--- config.mk ---
export PLATFORM = sky130hd
export DESIGN_NAME = sha256_msg_pad
export DESIGN_NICKNAME = d
export VERILOG_FILES = /design/src/rtl/sha256_pkg.sv /design/src/rtl/sha256_lane_wr.sv /design/src/rtl/sha256_msg_pad.sv
export SDC_FILE = /design/constraint.sdc
export NUM_CORES = 1
export LEC_CHECK = 0
export BUFFER_PORTS_ARGS = -buffer_cell sky130_fd_sc_hd__buf_4
export CORE_ASPECT_RATIO = 1.5
export CORE_MARGIN = 2
export CORE_UTILIZATION = 55
export DETAILED_ROUTE_END_ITERATION = 10
export PLACE_DENSITY = 0.8
export SETUP_SLACK_MARGIN = 0.02
export SYNTH_ARGS = -nofsm -noshare
export SYNTH_HDL_FRONTEND = slang
export SYNTH_HIERARCHICAL = 1
export SYNTH_SLANG_ARGS = --single-unit
--- constraint.sdc ---
create_clock -name clk -period 3.4 [get_ports clk]
set_input_delay 0.34 -clock clk [delete_from_list [all_inputs] [get_ports clk]]
set_output_delay 0.34 -clock clk [all_outputs]
set_load 0.05 [all_outputs]
--- src/rtl/sha256_pkg.sv ---
// Shared definitions for the SHA-256 message padder.
//   BLK_BYTES  : bytes per 512-bit block
//   LEN_LANE   : first lane of the 64-bit big-endian length field
//   PAD_MARK   : end-of-message marker byte
//   pad_state_e: padder FSM states
//   ABC_BLOCK  : padded single block for the message "abc"
package sha256_pkg;

   localparam int unsigned BLK_BYTES = 64;
   localparam int unsigned LEN_LANE  = 56;
   localparam logic [7:0]  PAD_MARK  = 8'h80;

   typedef enum logic [1:0] {
      StFill,
      StPad,
      StEmit,
      StWait
   } pad_state_e;

   localparam logic [511:0] ABC_BLOCK = {8'h61, 8'h62, 8'h63, PAD_MARK, 416'h0, 64'h18};

endpackage

--- src/rtl/sha256_lane_wr.sv ---
// Lane mask generator for the 64-byte block register.
//   idx       : current lane index (0..64)
//   wr_mask   : one-hot, bit i set when lane i is the write lane
//   fill_mask : bit i set for every lane at or above idx (zero-fill range)
module sha256_lane_wr
   import sha256_pkg::*;
(
   input  logic [6:0]           idx,
   output logic [BLK_BYTES-1:0] wr_mask,
   output logic [BLK_BYTES-1:0] fill_mask
);

   always_comb begin
      wr_mask   = '0;
      fill_mask = '0;
      for (int i = 0; i < BLK_BYTES; i++) begin
         wr_mask[i]   = (idx == 7'(i));
         fill_mask[i] = (7'(i) >= idx);
      end
   end

endmodule

--- src/rtl/sha256_msg_pad.sv ---
// SHA-256 message padder: collects a byte stream into 512-bit blocks, appends
// the 0x80 marker, zero fill and the 64-bit bit length, and hands one block at
// a time to the compression core.
//   clk, reset  : clock, synchronous active-high reset
//   byte_in/_v  : message byte and its valid
//   msg_end     : end of message (with or without a byte)
//   byte_rdy    : byte / msg_end accepted this cycle
//   M256_out    : padded block, byte 0 in [511:504]
//   blk_v       : one-cycle block valid pulse
//   blk_first   : first block of the message (qualified by blk_v)
//   blk_last    : final block of the message (qualified by blk_v)
//   core_done   : core has consumed the block
module sha256_msg_pad
   import sha256_pkg::*;
(
   input  logic         clk,
   input  logic         reset,
   input  logic [7:0]   byte_in,
   input  logic         byte_v,
   input  logic         msg_end,
   output logic         byte_rdy,
   output logic [511:0] M256_out,
   output logic         blk_v,
   output logic         blk_first,
   output logic         blk_last,
   input  logic         core_done
);

   pad_state_e  state_q;
   logic [6:0]  idx_q;
   logic [63:0] bitlen_q;
   logic        first_pend_q;
   logic        mark_done_q;
   logic        final_q;
   logic        end_seen_q;

   logic [BLK_BYTES-1:0] wr_mask;
   logic [BLK_BYTES-1:0] fill_mask;
   logic [511:0]         data_blk;
   logic [511:0]         pad_blk;
   logic [6:0]           idx_mark;
   logic                 len_fits;

   sha256_lane_wr u_lane_wr (
      .idx       (idx_q),
      .wr_mask   (wr_mask),
      .fill_mask (fill_mask)
   );

   assign byte_rdy = (state_q == StFill);

   // Candidate block contents for a data write (FILL) and for padding (PAD).
   always_comb begin
      data_blk = M256_out;
      pad_blk  = M256_out;
      idx_mark = idx_q + {6'd0, ~mark_done_q};
      len_fits = (idx_mark <= 7'(LEN_LANE));
      for (int i = 0; i < BLK_BYTES; i++) begin
         if (wr_mask[i]) begin
            data_blk[511-8*i -: 8] = byte_in;
         end
         if (fill_mask[i]) begin
            pad_blk[511-8*i -: 8] = (wr_mask[i] && !mark_done_q) ? PAD_MARK : 8'h00;
         end
      end
      if (len_fits) begin
         pad_blk[63:0] = bitlen_q;
      end
   end

   always_ff @(posedge clk) begin
      if (reset) begin
         state_q      <= StFill;
         idx_q        <= '0;
         bitlen_q     <= '0;
         first_pend_q <= 1'b1;
         mark_done_q  <= 1'b0;
         final_q      <= 1'b0;
         end_seen_q   <= 1'b0;
         M256_out     <= '0;
         blk_v        <= 1'b0;
         blk_first    <= 1'b0;
         blk_last     <= 1'b0;
      end else begin
         blk_v     <= 1'b0;
         blk_first <= 1'b0;
         blk_last  <= 1'b0;
         unique case (state_q)
            StFill: begin
               if (byte_v) begin
                  M256_out <= data_blk;
                  idx_q    <= idx_q + 7'd1;
                  bitlen_q <= bitlen_q + 64'd8;
                  if (idx_q == 7'(BLK_BYTES - 1)) begin
                     // Full data block goes out directly; a full block is never final.
                     state_q    <= StEmit;
                     end_seen_q <= msg_end;
                     blk_v      <= 1'b1;
                     blk_first  <= first_pend_q;
                  end else if (msg_end) begin
                     state_q    <= StPad;
                     end_seen_q <= 1'b1;
                  end
               end else if (msg_end) begin
                  state_q    <= StPad;
                  end_seen_q <= 1'b1;
               end
            end
            StPad: begin
               M256_out    <= pad_blk;
               mark_done_q <= 1'b1;
               idx_q       <= idx_mark;
               final_q     <= len_fits;
               state_q     <= StEmit;
               blk_v       <= 1'b1;
               blk_first   <= first_pend_q;
               blk_last    <= len_fits;
            end
            StEmit: begin
               first_pend_q <= 1'b0;
               state_q      <= StWait;
            end
            StWait: begin
               if (core_done) begin
                  idx_q <= '0;
                  if (final_q) begin
                     state_q      <= StFill;
                     bitlen_q     <= '0;
                     first_pend_q <= 1'b1;
                     mark_done_q  <= 1'b0;
                     final_q      <= 1'b0;
                     end_seen_q   <= 1'b0;
                  end else if (end_seen_q) begin
                     // Length did not fit: build the tail block from scratch.
                     M256_out <= '0;
                     state_q  <= StPad;
                  end else begin
                     state_q <= StFill;
                  end
               end
            end
            default: state_q <= StFill;
         endcase
      end
   end

endmodule

==> summary.md <==
| Metric | Value |
|---|---|
| Pwr dens | `857 mW/mm2` |
| Die footprint | `0.0470 mm2` |
| TritonCTS Buffers | `53` |
| Worst skew pair latency | `590 ps` |
| Vias in the first global route | `20900` |
| TritonRoute pass-1 iters | `8` |
| Antenna diode count | `0` |
| Post-synthesis simple-gate area fraction | `20.1%` |
| Yosys cell types | `77` |
| First-pass GRT wire length | `121000 um` |
| Drt initial violations | `1478` |
| Asr flop ratio synth | `0%` |
| Row count | `95` |
| Leakage | `12.5 nW` |
| Mux contribution to synthesized area | `15.9%` |
| Net total in the final layout | `3062` |
| Failing checks | `design-rule violations` |
| Total gr overflow | `0` |
| # IOs | `529` |
| Top cell type's share of synthesized area | `47.3%` |
| Routed len/inst | `21.8 um` |
| Initial antenna violation count | `0` |
| DP Cell Count | `3568` |
| EDFF count, synth | `0` |
| Fin. max-slew vios | `0` |
| CTS H-Tree Depth | `2` |
| Crit Reg-Reg Startpoint | `state_q[0]$_SDFFE_PP0N_` |
| Max Fanout on Critical Path | `22` |
| Post-Synth Adder-Cell Area | `0.402%` |
| Via count | `21200` |
| Worst slew pin tran | `949 ps` |
| Synth Area in Compound Gates | `10.2%` |
| Clock Sinks | `589` |
| Synth area leader | `dfxtp_1` |
| Residual DRC | `1` |
| Layout Skew | `23.4 ps` |
| Post-Syn Nets | `2648` |
| Starting Density | `55.6%` |
| CP arrival | `3550 ps` |
| TritonCTS clock tree | `built` |
| Core ar. | `0.0448 mm2` |
| FF-to-FF setup slack | `300 ps` |
| Synth Area in XOR/XNOR | `1.76%` |
| Highest clock rate | `323 MHz` |
| Vias per inst | `5.80` |
| Seq/Total Area, Yosys | `47.3%` |
| Largest net degree at the start of global routing | `170` |
| Final hold vios | `0` |
| Required arrival time at the worst endpoint | `3850 ps` |
| VDD IR max | `0.559 mV` |
| I/O Buffers | `528` |
| Final std cells w/o fill | `3662` |
| Postcts setup bufs | `0` |
| Setup_tns | `0 ps` |
| Die Wd | `178 um` |
| RSZ-0062 raised after global routing | `no` |
| Worst setup path startpoint | `state_q[0]$_SDFFE_PP0N_` |
| Total detailed-routing wirelength | `80000 um` |
| Mapped cell area | `0.0249 mm2` |
| Syn Inst Count | `2627` |
| Hold Path Class | `in -> reg` |
| CP Capture Type | `register` |
| Die height | `265 um` |
| Gpl congestion | `0.918` |
| Avg Cell Area, Syn | `9.48 um2` |
| Status | `finished, violations left` |
| Area grow syn2layout | `23.7%` |
| Post-DRT Antenna Nets | `0` |
| Fraction of layout cells with a size suffix above 1 | `26.1%` |
| Crit share post-route | `91.1%` |
| Slew margin rel. | `36.7%` |
| Tmin final | `3100 ps` |
| Warning count from the yosys run | `6` |
| Critical path launch point type | `register` |
| GRT Util Overall | `32.9%` |
| Clock tree buffer depth | `3` |
| #FFs+latches synth | `589` |
| CTS clk-pin slew, worst paths | `70 ps` |
| Post_cts resized | `0` |
| Dominant synthesized flop cell | `dfxtp_1` |
| Fill cells | `3471` |
| Hold buffers post-CTS | `0` |
| Maxcap violations | `0` |
| Most area-consuming cells after synthesis | `dfxtp_1 47%, mux2i_1 16%, nor2_1 8.7%` |
| DP Wirelength | `55800 um` |
| Critical path class | `reg -> reg` |
| Setup-failing EPs final | `0` |
| Hold Crit Start | `msg_end` |
| Root buffer cell | `clkbuf_16` |
| Largest family of logic cells by synthesized area | `simple AND/OR/NAND/NOR gates` |
[final timing paths]
path / endpoint / cells past startpoint
worst max-delay path: M256_out[77]$_SDFFE_PP0P_ / 9
worst min-delay path: end_seen_q$_SDFFE_PP0P_ / 3
worst max register to register: M256_out[77]$_SDFFE_PP0P_ / 9
worst min register to register: first_pend_q$_SDFFE_PP1P_ / 2
[synth_stat cells, types with 13 or more instances]
master / number
a211oi_2: 16
nor3_2: 28
inv_1: 13
nand4_1: 28
a211oi_1: 95
o22ai_1: 57
o21ai_0: 16
nand3_1: 37
nor2_1: 578
and2_1: 17
buf_6: 15
nor3_1: 54
nor2_2: 16
buf_2: 36
nand2b_1: 15
clkbuf_1: 140
nor2b_1: 59
buf_1: 19
nor2_4: 40
a21oi_1: 111
nand2_1: 30
xor2_1: 45
and3_1: 16
dfxtp_1: 589
mux2i_1: 396
[stage by stage]
stage | utilization, % | hold WS (ps) | power [mW] | setup WS (ps) | area (um2)
after floorplan | - | 431 | 17.1 | 637 | 24900
after global placement | 65.0 | 469 | 20.3 | 500 | 29100
after detailed placement | 65.0 | 476 | 20.6 | 356 | 29100
after CTS | 68.8 | 42.8 | 26.5 | 338 | 30800
after global routing | 68.8 | 49.5 | 27.4 | 146 | 30800
final | 68.8 | 68.4 | 26.4 | 302 | 30800
[flip-flops by register name, summed over array words and instances (netlist names), 2 cells and up]
| signal | cells |
|---|---|
| M256_out | 512 |
| bitlen_q | 61 |
| state_q | 2 |
| idx_q | 7 |
[layout by cell type (no fill, tap or decap), drive strengths merged, types with 3 or more instances in the layout]
| cell | n |
|---|---|
| and3 | 16 |
| clkinv | 12 |
| nand3 | 37 |
| inv | 17 |
| nor3 | 83 |
| o31ai | 9 |
| and4 | 12 |
| ha | 8 |
| nand3b | 9 |
| a21oi | 112 |
| or3 | 12 |
| or2 | 6 |
| or4 | 4 |
| nand4bb | 3 |
| nand2 | 30 |
| o221ai | 8 |
| nand2b | 15 |
| a221oi | 3 |
| o22ai | 57 |
| xor2 | 45 |
| buf | 577 |
| xnor2 | 5 |
| nand4 | 28 |
| mux2i | 396 |
| a21o | 6 |
| nor4 | 9 |
| nor3b | 3 |
| o21ai | 22 |
| or3b | 3 |
| nor2b | 59 |
| dfxtp | 589 |
| clkbuf | 77 |
| and2 | 17 |
| or4b | 4 |
| a211oi | 111 |
| a31oi | 6 |
| nor2 | 634 |
| a311oi | 9 |
[layout make-up]
class / instances / area [um2] / share of cell area, %
clock buffer: 77 / 1570 / 5.09
multi-input combinational: 1805 / 12100 / 39.2
timing repair buffer: 577 / 4450 / 14.4
sequential: 589 / 11800 / 38.3
clock inverter: 17 / 130 / 0.422
inverter: 15 / 56.3 / 0.183
tap: 582 / 728 / 2.36
[layer usage]
layer,up-vias,share of wire (%),global-route usage [%]
li1,9927,-,-
met1,10200,37,36.8
met2,873,50,57.3
met3,265,6.7,6.34
met4,0,6.7,19.7
met5,-,0,0
[kinds of logic after synthesis]
kind of cell	after synthesis
compound gates	362
xor+xnor	50
fa+ha+maj	8
buf+inv	233
flops	589
mux	396
simple gates	989
[critical path, stage by stage (launching register included)]
cell	delay [ps]
dfxtp_1	380
ha_1	430
nor2b_1	520
nor3_4	160
nand2_4	280
buf_4	590
nor2_2	80
buf_4	230
mux2i_1	200
nor2_1	60
[power by group]
part           switching (mW)  leakage, nW  internal [mW]
sequential              0.695         4.80           8.03
clock                    2.66        0.841           3.28
combinational            8.21         6.86           3.54
total                    11.6         12.5           14.9
Note: power is estimated with default switching activity, not from simulation.
